[config.mk]
export PLATFORM = sky130hd
export DESIGN_NAME = alu_65ce02_mb
export DESIGN_NICKNAME = d
export VERILOG_FILES = /design/src/rtl/alu_65ce02_mb.sv
export SDC_FILE = /design/constraint.sdc
export NUM_CORES = 1
export LEC_CHECK = 0
export ABC_AREA = 1
export BUFFER_PORTS_ARGS = -buffer_cell sky130_fd_sc_hd__buf_4
export CAP_MARGIN = 10
export CORE_UTILIZATION = 27
export CTS_CLUSTER_SIZE = 40
export DETAILED_ROUTE_END_ITERATION = 8
export GPL_TIMING_DRIVEN = 0
export MAX_ROUTING_LAYER = met4
export PLACE_DENSITY = 0.49
export SYNTH_ARGS = -nofsm -noshare
export SYNTH_HDL_FRONTEND = slang
export SYNTH_SLANG_ARGS = --single-unit
[constraint.sdc]
create_clock -name clk -period 11.8 [get_ports clk]
set_input_delay 0 -clock clk [delete_from_list [all_inputs] [get_ports clk]]
set_output_delay 0 -clock clk [all_outputs]
set_load 0.02 [all_outputs]
[src/rtl/alu_65ce02_mb.sv]
// Multi-byte 65CE02-style ALU: one byte per RDY-enabled cycle, carry and
// half carry chained between bytes, optional BCD correction, whole-word
// N/Z/V/C flags, start/busy/done handshake towards the sequencer.
module alu_65ce02_mb #(
    parameter int unsigned BYTES = 2
) (
    input  logic                 clk,
    input  logic                 reset_n,
    input  logic                 RDY,
    input  logic                 start,
    input  logic [3:0]           op,
    input  logic                 right,
    input  logic                 arith,
    input  logic                 BCD,
    input  logic                 CI,
    input  logic [8*BYTES-1:0]   AI,
    input  logic [8*BYTES-1:0]   BI,
    output logic                 busy,
    output logic                 done,
    output logic [8*BYTES-1:0]   OUT,
    output logic                 CO,
    output logic                 V,
    output logic                 N,
    output logic                 Z,
    output logic                 HC
);

    localparam int unsigned W  = 8 * BYTES;
    localparam int unsigned IW = (BYTES > 1) ? $clog2(BYTES) : 1;
    localparam logic [IW-1:0] LAST = IW'(BYTES - 1);

    localparam logic [0:0] S_IDLE = 1'b0;
    localparam logic [0:0] S_RUN  = 1'b1;

    localparam logic [3:0] OP_ADD = 4'b0011;
    localparam logic [3:0] OP_SUB = 4'b0111;
    localparam logic [3:0] OP_DBL = 4'b1011;
    localparam logic [3:0] OP_OR  = 4'b1100;
    localparam logic [3:0] OP_AND = 4'b1101;
    localparam logic [3:0] OP_XOR = 4'b1110;

    logic [0:0]    state_q, state_d;
    logic [IW-1:0] idx_q, idx_d;
    logic          carry_q, carry_d;
    logic [W-1:0]  res_q, res_d;
    logic          done_q, done_d;
    logic [W-1:0]  out_q, out_d;
    logic          co_q, co_d, v_q, v_d, n_q, n_d, z_q, z_d, hc_q, hc_d;

    // operands and controls captured at accept
    logic [W-1:0]  a_q, b_q;
    logic [3:0]    op_q;
    logic          right_q, arith_q, bcd_q, ci_q;

    // byte-slice datapath
    logic [IW-1:0] pos;
    int unsigned   base;
    logic [7:0]    a_byte, b_byte, byte_out;
    logic          is_arith, is_sub, is_dbl, bcd_add, bcd_sub;
    logic          cin, hc_n, carry_next, fill, b_msb;
    logic [4:0]    lo, hi;
    logic [3:0]    lo_fix, hi_fix;
    logic [W-1:0]  res_full;

    // Current byte: right shifts walk MSB first, everything else LSB first.
    always_comb begin
        is_arith = (op_q == OP_ADD) || (op_q == OP_SUB) || (op_q == OP_DBL);
        is_sub   = (op_q == OP_SUB);
        is_dbl   = (op_q == OP_DBL);
        bcd_add  = bcd_q && (op_q == OP_ADD);
        bcd_sub  = bcd_q && is_sub;

        pos    = right_q ? (LAST - idx_q) : idx_q;
        base   = 32'(pos) << 3;
        a_byte = a_q[base +: 8];
        b_byte = is_sub ? ~b_q[base +: 8] : (is_dbl ? a_byte : b_q[base +: 8]);
        cin    = (idx_q == '0) ? (is_arith & ci_q) : carry_q;

        // low nibble, decimal fix-up forces the half carry on add
        lo     = {1'b0, a_byte[3:0]} + {1'b0, b_byte[3:0]} + {4'b0, cin};
        lo_fix = lo[3:0];
        hc_n   = lo[4];
        if (bcd_add && (lo > 5'd9)) begin
            lo_fix = lo[3:0] + 4'd6;
            hc_n   = 1'b1;
        end else if (bcd_sub && !lo[4]) begin
            lo_fix = lo[3:0] - 4'd6;
        end

        // high nibble, same rule with the half carry chained in
        hi         = {1'b0, a_byte[7:4]} + {1'b0, b_byte[7:4]} + {4'b0, hc_n};
        hi_fix     = hi[3:0];
        carry_next = hi[4];
        if (bcd_add && (hi > 5'd9)) begin
            hi_fix     = hi[3:0] + 4'd6;
            carry_next = 1'b1;
        end else if (bcd_sub && !hi[4]) begin
            hi_fix = hi[3:0] - 4'd6;
        end

        fill = (idx_q == '0) ? (arith_q ? a_q[W-1] : ci_q) : carry_q;

        if (right_q) begin
            byte_out   = {fill, a_byte[7:1]};
            carry_next = a_byte[0];
        end else begin
            case (op_q)
                OP_ADD, OP_SUB, OP_DBL: byte_out = {hi_fix, lo_fix};
                OP_OR:                  byte_out = a_byte | b_q[base +: 8];
                OP_AND:                 byte_out = a_byte & b_q[base +: 8];
                OP_XOR:                 byte_out = a_byte ^ b_q[base +: 8];
                default:                byte_out = a_byte;
            endcase
            if (!is_arith) carry_next = 1'b0;
        end

        res_full             = res_q;
        res_full[base +: 8]  = byte_out;
        b_msb = is_sub ? ~b_q[W-1] : (is_dbl ? a_q[W-1] : b_q[W-1]);
    end

    // Sequencer next state: accept in IDLE, one byte per step in RUN.
    always_comb begin
        state_d = state_q;
        idx_d   = idx_q;
        carry_d = carry_q;
        res_d   = res_q;
        done_d  = 1'b0;
        out_d   = out_q;
        co_d    = co_q;
        v_d     = v_q;
        n_d     = n_q;
        z_d     = z_q;
        hc_d    = hc_q;
        case (state_q)
            S_IDLE: begin
                if (start) begin
                    state_d = S_RUN;
                    idx_d   = '0;
                    carry_d = 1'b0;
                    res_d   = '0;
                end
            end
            default: begin
                res_d   = res_full;
                carry_d = carry_next;
                idx_d   = idx_q + 1'b1;
                if (idx_q == LAST) begin
                    state_d = S_IDLE;
                    done_d  = 1'b1;
                    out_d   = res_full;
                    co_d    = carry_next;
                    n_d     = res_full[W-1];
                    z_d     = (res_full == '0);
                    if (is_arith && !right_q) begin
                        v_d  = (a_q[W-1] ^ res_full[W-1]) & (b_msb ^ res_full[W-1]);
                        hc_d = hc_n;
                    end else begin
                        v_d  = 1'b0;
                        hc_d = 1'b0;
                    end
                end
            end
        endcase
    end

    // State registers; RDY low freezes everything, reset wins over RDY.
    always_ff @(posedge clk) begin
        if (!reset_n) begin
            state_q <= S_IDLE;
            idx_q   <= '0;
            carry_q <= 1'b0;
            res_q   <= '0;
            done_q  <= 1'b0;
            out_q   <= '0;
            co_q    <= 1'b0;
            v_q     <= 1'b0;
            n_q     <= 1'b0;
            z_q     <= 1'b0;
            hc_q    <= 1'b0;
            a_q     <= '0;
            b_q     <= '0;
            op_q    <= '0;
            right_q <= 1'b0;
            arith_q <= 1'b0;
            bcd_q   <= 1'b0;
            ci_q    <= 1'b0;
        end else if (RDY) begin
            state_q <= state_d;
            idx_q   <= idx_d;
            carry_q <= carry_d;
            res_q   <= res_d;
            done_q  <= done_d;
            out_q   <= out_d;
            co_q    <= co_d;
            v_q     <= v_d;
            n_q     <= n_d;
            z_q     <= z_d;
            hc_q    <= hc_d;
            if (state_q == S_IDLE && start) begin
                a_q     <= AI;
                b_q     <= BI;
                op_q    <= op;
                right_q <= right;
                arith_q <= arith;
                bcd_q   <= BCD;
                ci_q    <= CI;
            end
        end
    end

    assign busy = (state_q == S_RUN);
    assign done = done_q;
    assign OUT  = out_q;
    assign CO   = co_q;
    assign V    = v_q;
    assign N    = n_q;
    assign Z    = z_q;
    assign HC   = hc_q;

endmodule

# Word-level counts from Yosys, hierarchy flattened
# Cells that the tools add are included.
[classes] reduce_logical=19 order_cmp=2 n_shift=4 eq_ne=6 addsub=11 muxes=31 bitwise=10
[ops] cell="$neg A4 Y34" n=1
[ops] cell="$shift A8 B34 Y16 const A" n=1
[ops] cell="$shiftx A8 B34 Y16" n=1
[ops] cell="$mux W16" n=2
[ops] cell="$pmux W8 S4" n=1
[ops] cell="$shiftx A16 B5 Y8" n=2
[ops] cell="$mux W8" n=3
[ops] cell="$mux W1" n=20
[ops] cell="$bwmux W16" n=1
[ops] cell="$eq A4 B4 Y1 const B" n=4
[ops] cell="$logic_not A16 Y1" n=1
[ops] cell="$mux W4" n=4
[ops] cell="$add A4 B4 Y5" n=2
[ops] cell="$add A5 B1 Y5" n=2
[ops] cell="$gt A5 B4 Y1 const B" n=2
[ops] cell="$add A4 B3 Y4 const B" n=2
[ops] cell="$and A8 B8 Y8" n=1
[ops] cell="$logic_and A1 B1 Y1" n=8
[ops] cell="$not A8 Y8" n=1
[ops] cell="$or A8 B8 Y8" n=1
[ops] cell="$sub A4 B3 Y4 const B" n=2
[ops] cell="$xor A8 B8 Y8" n=1
[ops] cell="$eq A4 B2 Y1 const B" n=1
[ops] cell="$eq A4 B3 Y1 const B" n=1
[ops] cell="other kinds (11)" n=18
[word_totals] input_bits=44 out_inout_bits=23 word_cells=101 regBits=81

# Depth between registers and ports, before layout
[logic_depth] depth_word=22 mapped_depth=38 mapped_depth_nobuf=37

# Least setup slack after synthesis
# OpenSTA, ideal clock, no wires.
[synth_timing] path_kind="reg2reg" from="register idx_q" to="register z_q (netlist: Z)" setup_slack_ps=6749 synth_period_minus_slack_ps=5051 path_stages_with_launch=34 path_buffers=2 setup_ps=70 arrival_ps=4981 required_time_ps=11730 path_cell_list="dfxtp_1 > inv_1 > nand2_1 > nand2_2 > inv_2 > clkbuf_1 > clkbuf_1 > o21ai_0 > nand2_1 > o21ai_0 > o21ai_0 > fa_1 > inv_1 > nand3_1 > nand3_1 > nand2_1 > nand2_1 > nand2_1 > fa_1 > inv_1 > fa_1 > inv_1 > ha_1 > o21ai_0 > nand2_1 > nand3_1 > nand2_1 > nand2_1 > nand3_1 > nand2_1 > nand2_1 > nor2_1 > nand3_1 > a21oi_1"
[synth_via] elab_chain_cells=20 elab_cells_between_ends=41 classes_between="10 x add/sub; 2 x order compare; 4 x shift; 13 x mux; 4 x bitwise; 8 x reduce/logical"
[synth_lines] element="from (decl)" line="43" rtl="logic [IW-1:0] idx_q, idx_d;"
[synth_lines] element="from (signal assigned)" line="190" rtl="idx_q <= idx_d;"
[synth_lines] element="branches (longest 20 deep; another with $add A4 B4 Y5)"
[synth_lines] element="to (signal assigned)" line="198" rtl="z_q <= z_d;"
[synth_lines] element="to (decl)" line="48" rtl="logic co_q, co_d, v_q, v_d, n_q, n_d, z_q, z_d, hc_q, hc_d;"
# Parallel ways; which one is timed is not known.
# A chain may end at the register's enable or synchronous reset.

# Worst setup path after layout
[layout_timing] from="register right_q" to="register v_q (netlist: V)"
[layout_via] elab_chain_cells=21 elab_cells_between_ends=42 classes_between="9 x add/sub; 2 x order compare; 4 x shift; 12 x mux; 7 x bitwise; 8 x reduce/logical"
[layout_lines] element="from (decl)" line="53" rtl="logic right_q, arith_q, bcd_q, ci_q;"
[layout_lines] element="from (signal assigned)" line="204" rtl="right_q <= right;"
[layout_lines] element="branches (longest 20 deep; another with $add A4 B4 Y5)"
[layout_lines] element="$mux W1 *" line="155" rtl="if (is_arith && !right_q) begin"
[layout_lines] element="to (signal assigned)" line="196" rtl="v_q <= v_d;"
[layout_lines] element="to (decl)" line="48"
# Every way passes the cells marked *.

==> summary.txt <==
Outcome
  – Outcome: finished, final reports clean

Setup path
  – R2R Setup Slk: 5.26 ns
  – Max Fanout on Critical Path: 10
  – Slowest-stage cell, CP: fa_1
  – CP startpoint kind: flop
  – Worst R2R Path Depth: 35
  – Worst path max stage delay: 0.55 ns
  – Worst R2R End: V
  – Worst r2r src: right_q
  – Most used cell, CP: nand2_1
  – Critical path type: flop to flop
  – Crit path required time: 12.07 ns
  – Critical Path End Type: flop
  – Worst EP arrival: 6.80 ns

STA
  – Tmin final: 6.54 ns
  – Slew @ Worst Pin: 0.948 ns
  – Clk_skew: 0.0113 ns
  – Final setup margin: 5.26 ns
  – Unrepaired setup endpoints after global routing: no
  – Finish-stage setup viols: 0
  – Rel. slew slack: 0.361
  – Final Hold Fails: 0
  – Final Cycle Share: 0.554
  – Max Slew Vio Count: 0
  – F_max: 153 MHz
  – Setup tns final: 0 ns

Layout
  – Fin area: 6240 sq um
  – Fill cell count: 1849
  – Layout cells sized above 1: 0.141
  – Core Util, Final: 0.362
  – N_diodes: 0
  – Nets: 907
  – Layout area overhead: 31.4%
  – Most common cell after layout, fill and taps aside: nand2_1
  – Most frequent cells in the layout: nand2_1 (158), o21ai_0 (90), nor2_1 (81), dfxtp_1 (80), buf_4 (66)

Global route
  – Initial antenna violation count: 0
  – First-pass GRT wire length: 25.0 mm
  – Grt total ovfl: 0
  – Vias in the first global route: 4646
  – Tot GR Track Use: 0.184
  – Largest net degree at the start of global routing: 14

Floorplanning
  – Die area: 18100 sq um
  – Core area: 17200 sq um
  – Top Ports: 67
  – Die Wd: 135 um
  – # rows: 48
  – Die Span Y: 135 um
  – Initial Util: 0.276

Detailed routing
  – Routed Antenna Nets: 0
  – DR WL/cell: 14.5 um
  – Residual DRC: 0
  – WL final: 15.4 mm
  – Vias: 4879
  – DRT iter0 DRCs: 301
  – Via density: 4.59
  – First-pass DRT Iterations: 4

Synth
  – Synthesized flop and latch total: 80
  – Synthesized instance count: 716
  – Syn nets: 790
  – Synthesized area per cell: 6.64 sq um
  – Post-synth cell types: 34
  – Most used flip-flop cell after synthesis: dfxtp_1
  – Seq/Total Area, Yosys: 0.337
  – FFs w/ async S/R, synth: 0
  – Mapped cell area: 4750 sq um
  – Synthesis Warnings: 0
  – EDFF count, synth: 0

CTS
  – Htree depth: 3
  – CTS tree: done
  – Clock Sinks: 80
  – Clock slew at reported path FFs: 0.06 ns
  – Clock root buffer: clkbuf_16
  – Postcts setup bufs: 0
  – PostCTS Resize Cnt: 0
  – Clock Tree Buf Depth: 2
  – CTS buffer count: 9
  – Clk_lat worst skew: 0.34 ns

Placed design
  – Worst slack, placed: 5.25 ns
  – IO buf count: 65
  – Final RePlAce weighted congestion: 0.858
  – Post-DP HPWL: 11.7 mm
  – DP Area: 5520 sq um

Pwr
  – Pleak: 2.80 nW
  – Power per cell area: 128 nW/um^2
  – VDD IR max: 0.0842 mV

Job
  – MaxCap Viol Count: 0

Worst hold path
  – Hold Path Sink: a_q[11]
  – Hold depth: 3
  – Hold Path Class: input port to flop
  – Hold Startpoint: reset_n
## sequential cells by signal, summed over array words and instances, names as in the netlist, 4 cells and up
signal / count
b_q: 16
a_q: 16
OUT: 16
res_q: 16
op_q: 4
## routing by layer
layer / wire [um] / vias up / GRT usage
met1: 7770 / 2213 / 0.251
met4: 176 / 0 / 0.0462
li1: - / 2579 / -
met5: 0 / - / -
met2: 7020 / 73 / 0.285
met3: 428 / 14 / 0.0244
## logic make-up after synthesis
family / after synthesis / share of synthesized area
AND/OR/NAND/NOR: 326 / 0.291
adder cells (fa/ha/maj): 30 / 0.0853
XOR/XNOR: 3 / 0.00553
AO/OA/AOI/OAI: 178 / 0.200
flip-flops: 80 / 0.337
buffers and inverters: 99 / 0.0809
## repair_timing
item,4_1_cts,5_1_grt
hold buffers,41,0
endpoints found under the setup margin,0,0
endpoints found under the hold margin,41,0
## how the worst max path moves through the flow
stage	start	to	slack [ns]	cells past startpoint
floorplan	idx_q	Z	6.75	33
global placement	right_q	V	5.24	35
detailed placement	right_q	Z	5.25	36
CTS	right_q	V	5.22	35
global route	right_q	V	4.38	36
finish	right_q	V	5.26	35
## area by class of cell
cell class | count | area [sq um] | share of cell area
Timing Repair Buffer | 106 | 898 | 0.144
Multi-Input combinational cell | 537 | 2770 | 0.443
Clock inverter | 5 | 81.3 | 0.0130
Tap cell | 225 | 282 | 0.0451
Sequential cell | 80 | 1600 | 0.257
Clock buffer | 10 | 229 | 0.0367
Buffer | 30 | 125 | 0.0200
Inverter | 69 | 259 | 0.0415
## per-stage QoR
step	total power [mW]	std cells	hold WS, ns
after floorplan	0.435	716	0.135
final	0.800	1062	0.0675
after detailed placement	0.498	1006	0.227
after global placement	0.498	1006	0.224
after CTS	0.805	1062	0.0712
after global routing	0.849	1062	0.123
## cell usage after synthesis (2+ instances only)
cell	n	area share
nor3_1	2	0.0021
nor3_2	2	0.0042
nand2_2	2	0.0026
inv_1	62	0.049
o21ai_0	90	0.095
o21ai_1	10	0.011
nand2_1	158	0.12
clkbuf_1	26	0.021
fa_1	4	0.017
o211ai_1	8	0.013
ha_1	26	0.068
o21ai_2	4	0.0074
nor2_1	81	0.064
or2_1	4	0.0053
a21oi_1	57	0.060
nand3_1	55	0.058
xor2_1	2	0.0037
or2_2	19	0.025
a211oi_1	3	0.0047
dfxtp_1	80	0.34
o21bai_1	2	0.0032
inv_2	7	0.0055
## power by group
group | internal, mW | total (mW) | switching (mW)
registers | 0.282 | 0.289 | 0.00706
clock network | 0.185 | 0.298 | 0.113
logic | 0.0804 | 0.213 | 0.132
total | 0.547 | 0.800 | 0.253
## critical path: cells and delay by family (launching register included)
| kind | cells | cell delay (ns) |
|---|---|---|
| simple gates | 19 | 1.94 |
| buf+inv | 8 | 1.66 |
| fa+ha+maj | 3 | 1.45 |
| compound gates | 5 | 0.98 |
| flops | 1 | 0.42 |
Power figures use the tool's default switching activity.
